**src/rtl/div_rr_sched_pkg.sv**
```systemverilog
// div_sched_pkg: shared definitions for the round-robin divider scheduler.
//   state_t         scheduler FSM states
//   DEFAULT_TIMEOUT default watchdog limit, in cycles spent in WAIT
//   id_w()          width of a requester index for M requesters
package div_sched_pkg;

   typedef enum logic [2:0] {
      IDLE  = 3'd0,
      ISSUE = 3'd1,
      WAIT  = 3'd2,
      RESP  = 3'd3,
      ABORT = 3'd4
   } state_t;

   localparam int DEFAULT_TIMEOUT = 64;

   // At least one bit, so that a degenerate M still gives a legal vector.
   function automatic int id_w(input int m);
      return (m > 1) ? $clog2(m) : 1;
   endfunction

endpackage

```
**src/rtl/div_rr_sched_if.sv**
```systemverilog
// div_rr_sched_if: every signal between the scheduler, its requesters
// and the shared divider.
//   requester side : req_valid/req_dividend/req_divisor in, req_ready out,
//                    resp_valid/resp_id/resp_quotient/resp_err out
//   divider side   : div_start/div_dividend/div_divisor/div_rst out,
//                    div_busy/div_done/div_quotient in
//   status         : sched_busy
// Modport slave is the scheduler; master is its environment.
interface div_rr_sched_if
   import div_sched_pkg::*;
#(
   parameter int N = 16,
   parameter int M = 4
);
   localparam int ID_W = id_w(M);

   logic [M-1:0]   req_valid;
   logic [M*N-1:0] req_dividend;
   logic [M*N-1:0] req_divisor;
   logic [M-1:0]   req_ready;
   logic           resp_valid;
   logic [ID_W-1:0] resp_id;
   logic [N-1:0]   resp_quotient;
   logic           resp_err;
   logic           div_start;
   logic [N-1:0]   div_dividend;
   logic [N-1:0]   div_divisor;
   logic           div_rst;
   logic           div_busy;
   logic           div_done;
   logic [N-1:0]   div_quotient;
   logic           sched_busy;

   modport slave (
      input  req_valid, req_dividend, req_divisor,
      input  div_busy, div_done, div_quotient,
      output req_ready, resp_valid, resp_id, resp_quotient, resp_err,
      output div_start, div_dividend, div_divisor, div_rst, sched_busy
   );

   modport master (
      output req_valid, req_dividend, req_divisor,
      output div_busy, div_done, div_quotient,
      input  req_ready, resp_valid, resp_id, resp_quotient, resp_err,
      input  div_start, div_dividend, div_divisor, div_rst, sched_busy
   );

endinterface

```
**src/rtl/div_rr_sched_rr_arbiter.sv**
```systemverilog
// rr_arbiter: combinational rotating-priority arbiter.
//   req       M-bit request vector
//   ptr       index with highest priority (must be < M)
//   grant     one-hot grant of the first request at or after ptr, mod M
//   grant_id  index of that grant
//   grant_any at least one request present
module rr_arbiter #(
   parameter int M    = 4,
   parameter int ID_W = 2
) (
   input  logic [M-1:0]    req,
   input  logic [ID_W-1:0] ptr,
   output logic [M-1:0]    grant,
   output logic [ID_W-1:0] grant_id,
   output logic            grant_any
);

   int idx;

   // Scan from the farthest offset back to ptr so the closest request
   // is the one written last and therefore wins.
   always_comb begin
      grant_id  = '0;
      grant_any = 1'b0;
      idx       = 0;
      for (int k = M - 1; k >= 0; k--) begin
         idx = int'(ptr) + k;
         if (idx >= M) idx = idx - M;
         if (req[idx]) begin
            grant_any = 1'b1;
            grant_id  = ID_W'(idx);
         end
      end
   end

   generate
      for (genvar gi = 0; gi < M; gi++) begin : g_onehot
         assign grant[gi] = grant_any && (grant_id == ID_W'(gi));
      end
   endgenerate

endmodule

```
**src/rtl/div_rr_sched.sv**
```systemverilog
// div_rr_sched: shares one divider among M requesters in round-robin order.
// One request is accepted at a time; its operands are latched and held on
// the divider inputs, the start/done handshake is sequenced, and the
// quotient is returned tagged with the requester index. A watchdog aborts
// and resets the divider if done does not arrive within TIMEOUT cycles.
//   clk, rst  clock and asynchronous active-high reset
//   bus       div_rr_sched_if.slave (requester, response and divider signals)
module div_rr_sched
   import div_sched_pkg::*;
#(
   parameter int N       = 16,
   parameter int M       = 4,
   parameter int TIMEOUT = DEFAULT_TIMEOUT
) (
   input  logic           clk,
   input  logic           rst,
   div_rr_sched_if.slave  bus
);

   localparam int ID_W = id_w(M);
   localparam int TW   = $clog2(TIMEOUT + 1);

   state_t          state_reg, state_next;
   logic [ID_W-1:0] rr_ptr_reg, id_reg, grant_id;
   logic [M-1:0]    grant;
   logic            grant_any;
   logic [TW-1:0]   timer_reg;
   logic [N-1:0]    dividend_reg, divisor_reg, quotient_reg;
   logic            err_reg;
   logic            hold_reg;     // high for the first cycle after reset release
   logic            accept;
   logic            timeout_hit;
   logic [M-1:0]    req_ready_c;
   logic            unused_busy;

   // Busy is informational only: done alone terminates WAIT, because the
   // divide-by-zero path reports done without ever raising busy.
   assign unused_busy = bus.div_busy;

   rr_arbiter #(.M(M), .ID_W(ID_W)) u_arb (
      .req       (bus.req_valid),
      .ptr       (rr_ptr_reg),
      .grant     (grant),
      .grant_id  (grant_id),
      .grant_any (grant_any)
   );

   assign accept      = (state_reg == IDLE) && !hold_reg && grant_any;
   assign timeout_hit = (timer_reg == TW'(TIMEOUT - 1));

   always_ff @(posedge clk or posedge rst) begin
      if (rst) begin
         state_reg    <= IDLE;
         rr_ptr_reg   <= '0;
         id_reg       <= '0;
         timer_reg    <= '0;
         dividend_reg <= '0;
         divisor_reg  <= '0;
         quotient_reg <= '0;
         err_reg      <= 1'b0;
         hold_reg     <= 1'b1;
      end else begin
         hold_reg  <= 1'b0;
         state_reg <= state_next;
         case (state_reg)
            IDLE: begin
               if (accept) begin
                  id_reg       <= grant_id;
                  dividend_reg <= bus.req_dividend[int'(grant_id)*N +: N];
                  divisor_reg  <= bus.req_divisor[int'(grant_id)*N +: N];
               end
            end
            ISSUE: timer_reg <= '0;
            WAIT: begin
               timer_reg <= timer_reg + 1'b1;
               if (bus.div_done) begin
                  quotient_reg <= bus.div_quotient;
                  err_reg      <= 1'b0;
               end else if (timeout_hit) begin
                  quotient_reg <= '0;
                  err_reg      <= 1'b1;
               end
            end
            RESP: rr_ptr_reg <= (id_reg == ID_W'(M - 1)) ? '0 : id_reg + 1'b1;
            default: ;
         endcase
      end
   end

   always_comb begin
      state_next  = state_reg;
      req_ready_c = '0;
      case (state_reg)
         IDLE: begin
            if (accept) begin
               state_next  = ISSUE;
               req_ready_c = grant;
            end
         end
         ISSUE: state_next = WAIT;
         WAIT: begin
            if (bus.div_done)     state_next = RESP;
            else if (timeout_hit) state_next = ABORT;
         end
         ABORT: state_next = RESP;
         RESP:  state_next = IDLE;
         default: state_next = IDLE;
      endcase
   end

   assign bus.req_ready     = req_ready_c;
   assign bus.resp_valid    = (state_reg == RESP);
   assign bus.resp_id       = (state_reg == RESP) ? id_reg : '0;
   assign bus.resp_quotient = quotient_reg;
   assign bus.resp_err      = (state_reg == RESP) && err_reg;
   assign bus.div_start     = (state_reg == ISSUE);
   assign bus.div_dividend  = dividend_reg;
   assign bus.div_divisor   = divisor_reg;
   // Held through reset and the post-reset cycle, and pulsed during ABORT.
   assign bus.div_rst       = hold_reg || (state_reg == ABORT);
   assign bus.sched_busy    = (state_reg != IDLE);

endmodule

```
**src/flat_wrapper.sv**
```systemverilog
// flat-port wrapper written by rule: the top's interface ports become plain ports
module div_rr_sched_flat import div_sched_pkg::*;
#(
   parameter int N       = 16,
   parameter int M       = 4,
   parameter int TIMEOUT = DEFAULT_TIMEOUT
)
  (clk, rst, bus_req_valid, bus_req_dividend, bus_req_divisor, bus_div_busy, bus_div_done, bus_div_quotient, bus_req_ready, bus_resp_valid, bus_resp_id, bus_resp_quotient, bus_resp_err, bus_div_start, bus_div_dividend, bus_div_divisor, bus_div_rst, bus_sched_busy);
  div_rr_sched_if #(.N(N), .M(M)) bus_i ();
  input  logic clk;
  input  logic rst;
  input wire logic [$bits(bus_i.req_valid)-1:0] bus_req_valid;
  input wire logic [$bits(bus_i.req_dividend)-1:0] bus_req_dividend;
  input wire logic [$bits(bus_i.req_divisor)-1:0] bus_req_divisor;
  input wire logic [$bits(bus_i.div_busy)-1:0] bus_div_busy;
  input wire logic [$bits(bus_i.div_done)-1:0] bus_div_done;
  input wire logic [$bits(bus_i.div_quotient)-1:0] bus_div_quotient;
  output wire logic [$bits(bus_i.req_ready)-1:0] bus_req_ready;
  output wire logic [$bits(bus_i.resp_valid)-1:0] bus_resp_valid;
  output wire logic [$bits(bus_i.resp_id)-1:0] bus_resp_id;
  output wire logic [$bits(bus_i.resp_quotient)-1:0] bus_resp_quotient;
  output wire logic [$bits(bus_i.resp_err)-1:0] bus_resp_err;
  output wire logic [$bits(bus_i.div_start)-1:0] bus_div_start;
  output wire logic [$bits(bus_i.div_dividend)-1:0] bus_div_dividend;
  output wire logic [$bits(bus_i.div_divisor)-1:0] bus_div_divisor;
  output wire logic [$bits(bus_i.div_rst)-1:0] bus_div_rst;
  output wire logic [$bits(bus_i.sched_busy)-1:0] bus_sched_busy;
  assign bus_i.req_valid = bus_req_valid;
  assign bus_i.req_dividend = bus_req_dividend;
  assign bus_i.req_divisor = bus_req_divisor;
  assign bus_i.div_busy = bus_div_busy;
  assign bus_i.div_done = bus_div_done;
  assign bus_i.div_quotient = bus_div_quotient;
  assign bus_req_ready = bus_i.req_ready;
  assign bus_resp_valid = bus_i.resp_valid;
  assign bus_resp_id = bus_i.resp_id;
  assign bus_resp_quotient = bus_i.resp_quotient;
  assign bus_resp_err = bus_i.resp_err;
  assign bus_div_start = bus_i.div_start;
  assign bus_div_dividend = bus_i.div_dividend;
  assign bus_div_divisor = bus_i.div_divisor;
  assign bus_div_rst = bus_i.div_rst;
  assign bus_sched_busy = bus_i.sched_busy;
  div_rr_sched #(.N(N), .M(M), .TIMEOUT(TIMEOUT)) u_core (.clk(clk), .rst(rst), .bus(bus_i));
endmodule
```
**config.mk**
```make
export PLATFORM = sky130hd
export DESIGN_NAME = div_rr_sched_flat
export DESIGN_NICKNAME = d
export VERILOG_FILES = /design/src/rtl/div_rr_sched_pkg.sv /design/src/rtl/div_rr_sched_if.sv /design/src/rtl/div_rr_sched_rr_arbiter.sv /design/src/rtl/div_rr_sched.sv /design/src/flat_wrapper.sv
export SDC_FILE = /design/constraint.sdc
export NUM_CORES = 1
export LEC_CHECK = 0
export BUFFER_PORTS_ARGS = -buffer_cell sky130_fd_sc_hd__buf_4
export CORE_ASPECT_RATIO = 0.6
export CORE_UTILIZATION = 36
export CTS_CLUSTER_SIZE = 28
export DETAILED_ROUTE_END_ITERATION = 7
export GPL_TIMING_DRIVEN = 1
export PLACE_DENSITY_LB_ADDON = 0.08
export SLEW_MARGIN = 15
export SYNTH_ARGS = -nofsm -noshare
export SYNTH_HDL_FRONTEND = slang
export SYNTH_HIERARCHICAL = 1
export SYNTH_SLANG_ARGS = --single-unit
```
**constraint.sdc**
```tcl
create_clock -name clk -period 4.6 [get_ports clk]
set_input_delay 0.23 -clock clk [delete_from_list [all_inputs] [get_ports clk]]
set_output_delay 0.23 -clock clk [all_outputs]
set_load 0.02 [all_outputs]
```
==> impl_metrics.csv <==
group,metric,value,unit
yosys,synth_compound_gate_area_share,0.105,
critical_path,criticalPathCategory,"reg -> reg",
drt,routed_wl,10600,µm
pwr,power_leakage,2.66,nW
timing,slew_headroom,0.373,
timing,worst_pin_slew,0.941,ns
pwr,powerDensity,610,nW/µm²
drt,drc,0,
clocking,clockBufferDepth,2,
timing,hold_violations,0,
clocking,cts_setup_buffers,0,
job,max_cap_viol_count,0,
yosys,yosys.area.top_type_share,0.417,
grt,grt_start_max_net_pins,65,
clocking,numCtsBuffers,9,
die,initial_core_util,0.377,
yosys,yosys_warnings,6,
timing,rsz0062_at_grt,"no",
critical_path,crit_path_start,"u_core/rr_ptr_reg[0]",
cells_and_area,diodes,0,
critical_path,r2r_end,"u_core/bus.div_divisor[7]",
timing,maxClockFrequency,386,MHz
timing,slew_viol_final,0,
yosys,ys_types,46,
yosys,async_flop_share,1.00,
die,dieArea,10900,µm²
die,rows,28,
die,core_area,10000,µm²
critical_path,critPathSlowestCell,"mux4_2",
cells_and_area,fin_nets,653,
timing,whs,0.140,ns
yosys,synthTopCellsByCount,"63 x dfrtp_1, 32 x mux4_2, 27 x o21ai_0, 20 x mux2_2, 20 x nand2b_1",
yosys,muxShareOfSynthArea,0.316,
pwr,total_power,3.49,mW
cells_and_area,n_fill_cell,878,
die,die_w,134,µm
clocking,cts.sinks,64,
placed_design,gp_congestion,0.755,
timing,fin_crit_sh,0.564,
placed_design,dp_hpwl,7820,µm
timing,final-setup-viol-count,0,
cells_and_area,multiInputGateArea,2030,µm²
grt,grt_pass1_vias,3214,
cells_and_area,seqCellArea,1600,µm²
yosys,syn-num-nets,452,
status,status,"finished clean",
yosys,avgSynthCellArea,12.7,µm²
yosys,synth_ff_type,"dfrtp_1",
die,ios,211,
clocking,cts_tree,"done",
yosys,yosysMostFrequentCell,"dfrtp_1",
critical_path,crit_path_start_kind,"flip-flop",
critical_path,cp-end-kind,"flip-flop",
yosys,yosys.area_share.xor_xnor,0.00463,
yosys,yosys.area_share.adder,0.00662,
critical_path,worst_ep_arrival_time,2.79,ns
grt,grt_util_all_layers,0.193,
critical_path,critPathMaxFanout,33,
yosys,synth_top_family_by_area,"multiplexers",
critical_path,crit_required,4.80,ns
placed_design,place_area,5450,µm²
timing,finClkSkew,0.00586,ns
clocking,ctsRootBufferMaster,"clkbuf_16",
die,die_h,81.4,µm
clocking,clock_latency,0.32,ns
clocking,clkSlewWorstSetupHoldPaths,0.05,ns
pwr,vdd_drop_max,0.000247,V
yosys,synth_edf_count,0,
grt,grt.overflow.total,0,
yosys,synth_top_cell_by_area,"dfrtp_1",
grt,grt_pass1_wl,16100,µm
drt,vias,3262,
hold_path,hold_end,"u_core/bus.resp_quotient[11]",
placed_design,numPortBuffers,209,
critical_path,reg2reg_slack,2.01,ns
timing,min_period,2.59,ns
yosys,syn_inst,298,
critical_path,path_cells,"nor2b_2 -> o21bai_1 -> a211oi_4 -> buf_4 -> mux4_2 -> mux2_2",
yosys,ys_seq_area_frac,0.424,
yosys,synth-simple-area-share,0.0993,
grt,antenna_found_initial,0,
timing,final.setup.tns,0,ns
drt,wl_per_cell,16.5,µm
hold_path,hp-class,"in -> reg",
clocking,ctsResizeCount,0,
clocking,cts_max_level,3,
hold_path,min-delay-start,"bus_div_quotient[11]",
clocking,cts_hold_buf,0,
critical_path,slowest_delay,0.60,ns
critical_path,r2r_cells,6,
yosys,syn_area,3780,µm²
cells_and_area,layout-drive-gt1-share,0.607,
drt,dr.pass1.iters,4,
yosys,synth-seq-cells,64,
cells_and_area,finalInstanceArea,5720,µm²
drt,ant_nets,0,
drt,drt_iter0_markers,139,
yosys,netlist_top_cells_area,"dfrtp_1 42%, mux4_2 19%, mux2_4 6.4%, mux2_2 6.0%, o21ai_0 3.6%",
critical_path,regToRegStartpoint,"u_core/rr_ptr_reg[0]",
hold_path,whs_path_depth,3,
drt,viasPerCell,5.10,
cells_and_area,synthToLayoutAreaGrowth,51.4,%
## where the power goes
| group | total (mW) | switching [mW] | leakage [nW] | internal, mW |
|---|---|---|---|---|
| clock network | 0.620 | 0.228 | 0.136 | 0.392 |
| logic | 1.86 | 0.874 | 1.78 | 0.987 |
| registers | 1.01 | 0.196 | 0.748 | 0.816 |
| total | 3.49 | 1.30 | 2.66 | 2.20 |
## cell families after synthesis
group | Yosys count
muxes | 69
and+or+nand+nor | 65
DFF | 64
AOI/OAI and AO/OA | 62
buffers and inverters | 33
adders and majority gates | 2
xor gates and xnor gates | 2
other | 1
## stage by stage
stage               instances  setup WS, ns  utilization
floorplan                 298          2.21            -
global placement          623          2.01        0.543
detailed placement        623          1.99        0.543
CTS                       639          1.96        0.571
global route              639          1.81        0.571
finish                    639          2.01        0.571
## area by class of cell
class / count / share of cell area
sequential: 64 / 0.280
multi-input combinational: 201 / 0.355
clock buffer: 13 / 0.0455
inverter: 9 / 0.00590
clock inverter: 3 / 0.00306
tap: 135 / 0.0295
timing repair buffer: 214 / 0.281
## metal layers
metal	wire length [µm]	GRT usage
met5	0	0
met3	797	0.0649
met1	4500	0.253
met4	46	0.0404
met2	5220	0.313
## critical path, delay by kind of cell, from the launching register on
| family | cells | cell delay [ns] |
|---|---|---|
| muxes | 2 | 0.87 |
| buffers and inverters | 1 | 0.55 |
| DFF | 1 | 0.48 |
| AOI/OAI and AO/OA | 2 | 0.43 |
| and+or+nand+nor | 1 | 0.10 |
## cells in the final DEF (no fill, tap or decap), types with 2 or more instances in the layout
| cell type | instances |
|---|---|
| mux2_2 | 20 |
| clkbuf_1 | 2 |
| nor3_1 | 4 |
| nor2_1 | 13 |
| nand2b_1 | 20 |
| buf_4 | 214 |
| nor3b_1 | 3 |
| clkbuf_16 | 9 |
| nand2_1 | 6 |
| a22oi_1 | 16 |
| nand3_1 | 3 |
| a2bb2oi_1 | 2 |
| dfrtp_1 | 63 |
| inv_1 | 8 |
| a211oi_1 | 2 |
| ha_1 | 2 |
| and3b_1 | 2 |
| nor4_1 | 2 |
| o21ai_0 | 27 |
| clkinv_2 | 2 |
| clkbuf_8 | 2 |
| mux2_4 | 16 |
| and2_1 | 3 |
| mux4_2 | 32 |
| a21oi_1 | 5 |
## how the worst max path moves through the flow
| stage | slack [ns] | to | depth (start not counted) |
|---|---|---|---|
| global placement | 2.01 | u_core/bus.div_dividend[2] | 6 |
| floorplan | 2.21 | u_core/bus.div_dividend[12] | 7 |
| CTS | 1.96 | u_core/bus.div_dividend[11] | 6 |
| detailed placement | 1.99 | u_core/bus.div_dividend[11] | 6 |
| finish | 2.01 | u_core/bus.div_divisor[7] | 6 |
| global route | 1.81 | u_core/bus.div_divisor[7] | 6 |
Note: power is estimated with default switching activity, not from simulation.
